===== config.mk =====
export PLATFORM = sky130hd
export DESIGN_NAME = ringosc_cnt_reader
export DESIGN_NICKNAME = d
export VERILOG_FILES = /design/src/rtl/ringosc_cnt_reader.sv
export SDC_FILE = /design/constraint.sdc
export NUM_CORES = 1
export LEC_CHECK = 0
export BUFFER_PORTS_ARGS = -buffer_cell sky130_fd_sc_hd__buf_2
export CORE_MARGIN = 2
export CORE_UTILIZATION = 55
export CTS_BUF_LIST = sky130_fd_sc_hd__clkbuf_4 sky130_fd_sc_hd__clkbuf_8
export DETAILED_ROUTE_END_ITERATION = 8
export GPL_TIMING_DRIVEN = 0
export HOLD_SLACK_MARGIN = 0.05
export PLACE_DENSITY = 0.77
export REMOVE_ABC_BUFFERS = 1
export SETUP_SLACK_MARGIN = 0.1
export SYNTH_ARGS = -nofsm -noshare
export SYNTH_HDL_FRONTEND = slang
export SYNTH_SLANG_ARGS = --single-unit

===== constraint.sdc =====
create_clock -name clk -period 2.6 [get_ports clk]
set_input_delay 0.13 -clock clk [delete_from_list [all_inputs] [get_ports clk]]
set_output_delay 0.13 -clock clk [all_outputs]
set_load 0.005 [all_outputs]

===== src/rtl/ringosc_cnt_reader.sv =====
// rtl/ringosc_cnt_reader.sv - gated ring-oscillator count measurement with byte-wise readout
module ringosc_cnt_reader #(
   parameter int GATE_CYCLES   = 1000,
   parameter int CLEAR_CYCLES  = 2,
   parameter int SETTLE_CYCLES = 4,
   parameter int NBYTES        = 3,
   parameter int RES_W         = 8 * NBYTES
) (
   input  logic             clk,
   input  logic             rst,
   input  logic             start_i,
   input  logic [7:0]       cnt_i,
   output logic             osc_reset_o,
   output logic             osc_stop_o,
   output logic [5:0]       osc_shift_o,
   output logic             busy_o,
   output logic             done_o,
   output logic [RES_W-1:0] result_o
);
   localparam int CYC_W = $clog2(GATE_CYCLES + CLEAR_CYCLES + SETTLE_CYCLES + 1);

   typedef enum logic [2:0] {S_IDLE, S_CLEAR, S_RUN, S_READ, S_DONE} state_t;

   state_t           state_q, state_d;
   logic [CYC_W-1:0] cyc_q, cyc_d;
   logic [2:0]       k_q, k_d;
   logic [7:0]       cnt_m, cnt_s;
   logic [RES_W-1:0] shadow_q, shadow_d, result_d;
   logic             reset_d, stop_d, busy_d, done_d;
   logic [5:0]       shift_d;

   // cnt_i comes from the oscillator domain; only cnt_s is ever used
   always_ff @(posedge clk) begin
      if (rst) begin
         cnt_m <= '0;
         cnt_s <= '0;
      end else begin
         cnt_m <= cnt_i;
         cnt_s <= cnt_m;
      end
   end

   always_ff @(posedge clk) begin
      if (rst) begin
         state_q     <= S_IDLE;
         cyc_q       <= '0;
         k_q         <= '0;
         shadow_q    <= '0;
         result_o    <= '0;
         osc_reset_o <= 1'b1;
         osc_stop_o  <= 1'b1;
         osc_shift_o <= '0;
         busy_o      <= 1'b0;
         done_o      <= 1'b0;
      end else begin
         state_q     <= state_d;
         cyc_q       <= cyc_d;
         k_q         <= k_d;
         shadow_q    <= shadow_d;
         result_o    <= result_d;
         osc_reset_o <= reset_d;
         osc_stop_o  <= stop_d;
         osc_shift_o <= shift_d;
         busy_o      <= busy_d;
         done_o      <= done_d;
      end
   end

   // Outputs are computed for the state being entered, so they line up with state_q
   always_comb begin
      state_d  = state_q;
      cyc_d    = cyc_q;
      k_d      = k_q;
      shadow_d = shadow_q;
      result_d = result_o;
      reset_d  = osc_reset_o;
      stop_d   = osc_stop_o;
      shift_d  = osc_shift_o;
      busy_d   = busy_o;
      done_d   = 1'b0;
      case (state_q)
         S_IDLE: begin
            busy_d = 1'b0;
            if (start_i) begin
               state_d = S_CLEAR;
               cyc_d   = '0;
               reset_d = 1'b1;
               stop_d  = 1'b1;
               shift_d = '0;
               busy_d  = 1'b1;
            end
         end
         S_CLEAR: begin
            if (cyc_q == CYC_W'(CLEAR_CYCLES - 1)) begin
               state_d = S_RUN;
               cyc_d   = '0;
               reset_d = 1'b0;
               stop_d  = 1'b0;
            end else begin
               cyc_d = cyc_q + CYC_W'(1);
            end
         end
         S_RUN: begin
            if (cyc_q == CYC_W'(GATE_CYCLES - 1)) begin
               state_d = S_READ;
               cyc_d   = '0;
               k_d     = '0;
               stop_d  = 1'b1;
               shift_d = '0;
            end else begin
               cyc_d = cyc_q + CYC_W'(1);
            end
         end
         S_READ: begin
            if (cyc_q == CYC_W'(SETTLE_CYCLES - 1)) begin
               cyc_d = '0;
               for (int b = 0; b < NBYTES; b++) begin
                  if (k_q == 3'(b)) shadow_d[8*b +: 8] = cnt_s;
               end
               if (k_q == 3'(NBYTES - 1)) begin
                  state_d  = S_DONE;
                  result_d = shadow_d;
                  done_d   = 1'b1;
                  busy_d   = 1'b0;
               end else begin
                  k_d     = k_q + 3'd1;
                  shift_d = {k_d, 3'b000};
               end
            end else begin
               cyc_d = cyc_q + CYC_W'(1);
            end
         end
         S_DONE: begin
            state_d = S_IDLE;
            busy_d  = 1'b0;
         end
         default: state_d = S_IDLE;
      endcase
   end
endmodule


Word-level counts from Yosys, hierarchy flattened

Index checks and enable logic that the tools add are counted.

Flip-flop bits (word level): 90
Latch bits: 0
Bits in writable memories: 0
ROM bits: 0
Bits of input ports: 11
Output and inout port bits: 34
Memories kept: 0

Add/sub/neg operators: 2
Multipliers: 0
Div/mod/pow operators: 0
Magnitude comparators: 0
Equality and inequality tests: 15
Shift operators: 0
Mux-type cells: 33
Bitwise gates (word level): 2
Reduce and logical (&&, ||, !) cells: 18

Operators with widths:

| cell                  | count |
|---|---|
| $mux 10               | 4 |
| $pmux 10 s4           | 1 |
| $mux 3                | 8 |
| $mux 6                | 4 |
| $mux 8                | 3 |
| $pmux 6 s3            | 1 |
| $ne 2x2->1 const B    | 6 |
| $pmux 3 s4            | 1 |
| $add 10x1->10 const B | 1 |
| $eq 10x1->1 const B   | 1 |
| $eq 10x10->1 const B  | 1 |
| $eq 10x2->1 const B   | 1 |
| $reduce_and 5->1      | 2 |
| $eq 3x2->1 const B    | 3 |
| $reduce_and 3->1      | 3 |
| $reduce_bool 3->1     | 3 |
| $reduce_and 4->1      | 2 |
| $mux 1                | 7 |
| $eq 3x1->1 const B    | 2 |
| $logic_not 3->1       | 2 |
| $pmux 1 s3            | 2 |
| $pmux 3 s2            | 1 |
| $reduce_and 2->1      | 2 |
| $reduce_bool 2->1     | 2 |
| 6 further kinds       | 7 |

Longest topological paths before layout

Depth after elaboration: 4
Depth in mapped cells: 8
Mapped depth without buffers: 7

Worst setup path after synthesis

Ideal clock, no wire load.

Path type: register to register
Start point: register cyc_q[0]
End point: register cyc_q[1]
Library setup time: 0.117 ns
Arrival time: 1.747 ns
Required time: 2.483 ns
Path slack: 0.735 ns
Cell stages (with the launch flop): 6
Path buffers: 0
Period minus slack after synthesis: 1.865 ns
Path through: dfxtp_1 -> ha_1 -> and4_1 -> a31oi_4 -> or3_4 -> a32o_1

Word-level cells in the longest chain between the ends: 3
Elaborated cells between the ends (all ways): 8

Ends and longest elaborated chain:

| what                                  | line          | source |
|---|---|---|
| start, declared                       | 25            | `logic [CYC_W-1:0] cyc_q, cyc_d;` |
| start signal, assigned                | 57            | `cyc_q <= cyc_d;` |
| $add 10x1->10 (tied with other cells) | 100, 111, 130 |  |
| $mux 10 (on tied branches)            | 115, 104, 94  |  |
| $pmux 10 s4 *                         | 81            | `case (state_q)` |

Mark *: on every way between the ends. The rest lies on a longest branch, timed or not.
A chain may end at the register's enable or synchronous reset.

Final worst setup path

Start point: register state_q[0]
End point: register shadow_q[8]

Word-level cells in the longest chain between the ends: 2

Ends and longest elaborated chain:

| what                       | line | source |
|---|---|---|
| start, declared            | 24   | `state_t state_q, state_d;` |
| start signal, assigned     | 56   | `state_q <= state_d;` |
| $eq 3x2->1                 | 81   |  |
| $reduce_and 2->1 (no line) | --   |  |
| end signal, assigned       | 59   | `shadow_q <= shadow_d;` |
| end, declared              | 28   | `logic [RES_W-1:0] shadow_q, shadow_d, result_d;` |

Every way passes these cells.

==> summary.txt <==
Status: finished, final reports clean
Largest net degree at the start of global routing: 53
Synth Cell Area: 0.00334 sq mm
Post-synthesis to final-layout area growth: 12.8%
Final hold vios: 0
Count leader, synth: dfxtp_1
Final setup margin: 351 ps
Clk Latency, worst-skew pair: 340 ps
Layout cells sized above 1: 22.5%
Die Area: 0.00671 sq mm
Starting Density: 56.7%
Tmin final: 2250 ps
Seq pwr share: 51.0%
Syn avg cell area: 10.7 sq um
Vias: 2,350
Synth top area cells: dfxtp_1 (47%), mux2i_1 (11%), o2bb2ai_1 (4.2%), nor2b_1 (3.6%), nor4_4 (3.2%)
Clk slew on worst S/H paths: 80 ps
Wirelength, routed: 6140 um
Worst Tran Pin Value: 1060 ps
Part of the Yosys area used for sequential elements: 47.4%
Final setup violation count: 0
Critical Path Fanout Max: 14
Logic pwr share: 18.5%
Psw: 0.000781 W
Initial antenna violation count: 0
Total track usage: 19.8%
First-pass GRT wire length: 10,200 um
Initial DRC Count: 86
CP Data Required Time: 2790 ps
Drc violations: 0
DR vias/cell: 5.45
Crit end category: flip-flop
Clock Path Buffers: 2
Max cap viols: 0
Synthesis-stage register bit count: 79
Routability congestion estimate: 0.828
CTS tree: yes
Total iterations of the first detailed-routing run: 4
NumNets Final: 369
CTS Sinks: 79
Top-level port count: 45
Type of origin of the critical path: flip-flop
Die height: 81.9 um
H-tree depth: 3
Most used DFF post-synth: dfxtp_1
Internal power: 0.00183 W
Post-synth ARST share: 0%
P_leak: 1.47 nW
Max incr delay on CP: 620 ps
PwrDens: 694 mW/mm^2
Synth area leader: dfxtp_1
Avg WL per Cell: 14.2 um
Period Utilization, post-route: 86.5%
Switching Share: 29.9%
Die width: 81.9 um
Core Rows: 28
Worst slack, placed: 122 ps
Hold Slack: 65.1 ps
Max Fclk: 0.445 GHz
Remaining Overflow, GRT: 0
Maximum vdd drop: 321 uV
Skew final: 7.52 ps
Post-Synthesis Cells: 311
Hold Crit Class: input port to flip-flop
Slowest CP cell: dfxtp_1
Post-layout util: 64.0%
Synth top area share: 47.4%
Number of global-route vias before repair: 2,178
CTS Buf Count: 9
DP HPWL: 3960 um
CTS root buffer: clkbuf_8
Filler cell count: 481
Antenna Cells: 0
Max-slew violations: 0
Worst Path Arrival: 2440 ps
Yosys warns: 0
Port Buffers: 41
Clock share of power: 30.4%
RSZ-0062 raised after global routing: false
Slew margin rel.: 29.2%
Core area: 0.00589 sq mm
CP cell instances: and3b_2 > nand4_2 > nor3b_4 > mux2i_1 > nor2_1
Setup CP Type: flip-flop to flip-flop
Routed Antenna Nets: 0
Post-synth cell types: 53
Post-synth top cells: dfxtp_1 (79), mux2i_1 (36), nor2_1 (25)
Number of synthesized flops with an enable pin: 0
stage by stage:
| step | cell area [sq um] | setup TNS, ps | instances | power, W |
|---|---|---|---|---|
| 2_1_floorplan | 3190 | 0 | 291 | 0.00173 |
| 3_3_place_gp | 3490 | -2300 | 407 | 0.00183 |
| 3_5_place_dp | 3510 | 0 | 408 | 0.00184 |
| 4_1_cts | 3760 | 0 | 431 | 0.00263 |
| 5_1_grt | 3770 | 0 | 431 | 0.00275 |
| 6_report | 3770 | 0 | 431 | 0.00261 |
metal layers:
layer / global-route usage [%] / up-vias / share of wire [%]
met4: 7.50 / 0 / 1.2
met3: 4.84 / 9 / 3.0
met2: 30.6 / 38 / 46
met1: 26.6 / 1125 / 50
met5: 0 / - / 0
li1: - / 1178 / -
power groups by stage:
| stage | logic, W | clock network, W | registers [W] |
|---|---|---|---|
| 2_1_floorplan | 0.000382 | 0 | 0.00135 |
| 4_1_cts | 0.000487 | 0.000806 | 0.00133 |
| 6_report | 0.000484 | 0.000795 | 0.00133 |
| 3_3_place_gp | 0.000473 | 0 | 0.00136 |
| 5_1_grt | 0.000543 | 0.000863 | 0.00134 |
| 3_5_place_dp | 0.000478 | 0 | 0.00136 |
flip-flops by register name (all words and copies together) (netlist names):
signal       count
busy_o           1
cnt_m            8
cnt_s            8
cyc_q           10
done_o           1
k_q              3
osc_reset_o      1
osc_shift_o      3
osc_stop_o       1
result_o        24
shadow_q        16
state_q          3
layout by cell type (no fill, tap or decap), drive strengths merged, types with 3 or more instances in the layout:
cell type and instances:
ha 6, o21ai 5, nand3 7, nor3 14, dfxtp 79, a22o 8
nor2 27, nand4 4, a21oi 7, nor2b 19, conb 3, inv 5
nand2b 3, nor4 7, nand2 12, o2bb2ai 16, buf 42, clkbuf 10
xor2 4, mux2i 36, xnor2 3, dlygate4sd3 8, clkinv 5
worst paths after layout:
kind	to	depth (start not counted)	slack, ps	start
hold / removal	busy_o	3	70	start_i
setup reg to reg	shadow_q[8]	5	350	state_q[0]
setup / recovery	shadow_q[8]	5	350	state_q[0]
hold reg to reg	cnt_s[7]	1	440	cnt_m[7]
worst max-delay path: cells and delay by family, from the launching register on:
kind             cells  cell delay, ps
muxes                1             260
and+or+nand+nor      4            1210
DFF                  1             620
cells by family (layout without fill, tap and decap cells):
logic type | Yosys count | count (layout) | synth area share [%]
compound gates | 48 | 48 | 11.7
xor+xnor | 7 | 7 | 1.84
fa+ha+maj | 6 | 6 | 2.25
buf+inv | 28 | 71 | 5.55
flops | 79 | 79 | 47.4
mux | 36 | 36 | 10.8
other cells | 1 | 3 | 0.112
simple gates | 106 | 106 | 20.5
cell type report:
| type | instances | area, sq um | area share [%] |
|---|---|---|---|
| flip-flops and latches | 79 | 1580 | 42.0 |
| clock buffers | 10 | 138 | 3.65 |
| well taps | 75 | 93.8 | 2.49 |
| repair buffers | 50 | 300 | 7.97 |
| clock inverters | 5 | 35.0 | 0.930 |
| inverters | 6 | 27.5 | 0.731 |
| multi-input cells | 206 | 1590 | 42.2 |
timing repair:
item,in CTS,in global routing
setup buffers,0,0
endpoints found under the hold margin,8,0
setup endpoints to repair,7,5
hold buffers,8,0
resized for setup,1,1
(Power assumes the default switching activity.)
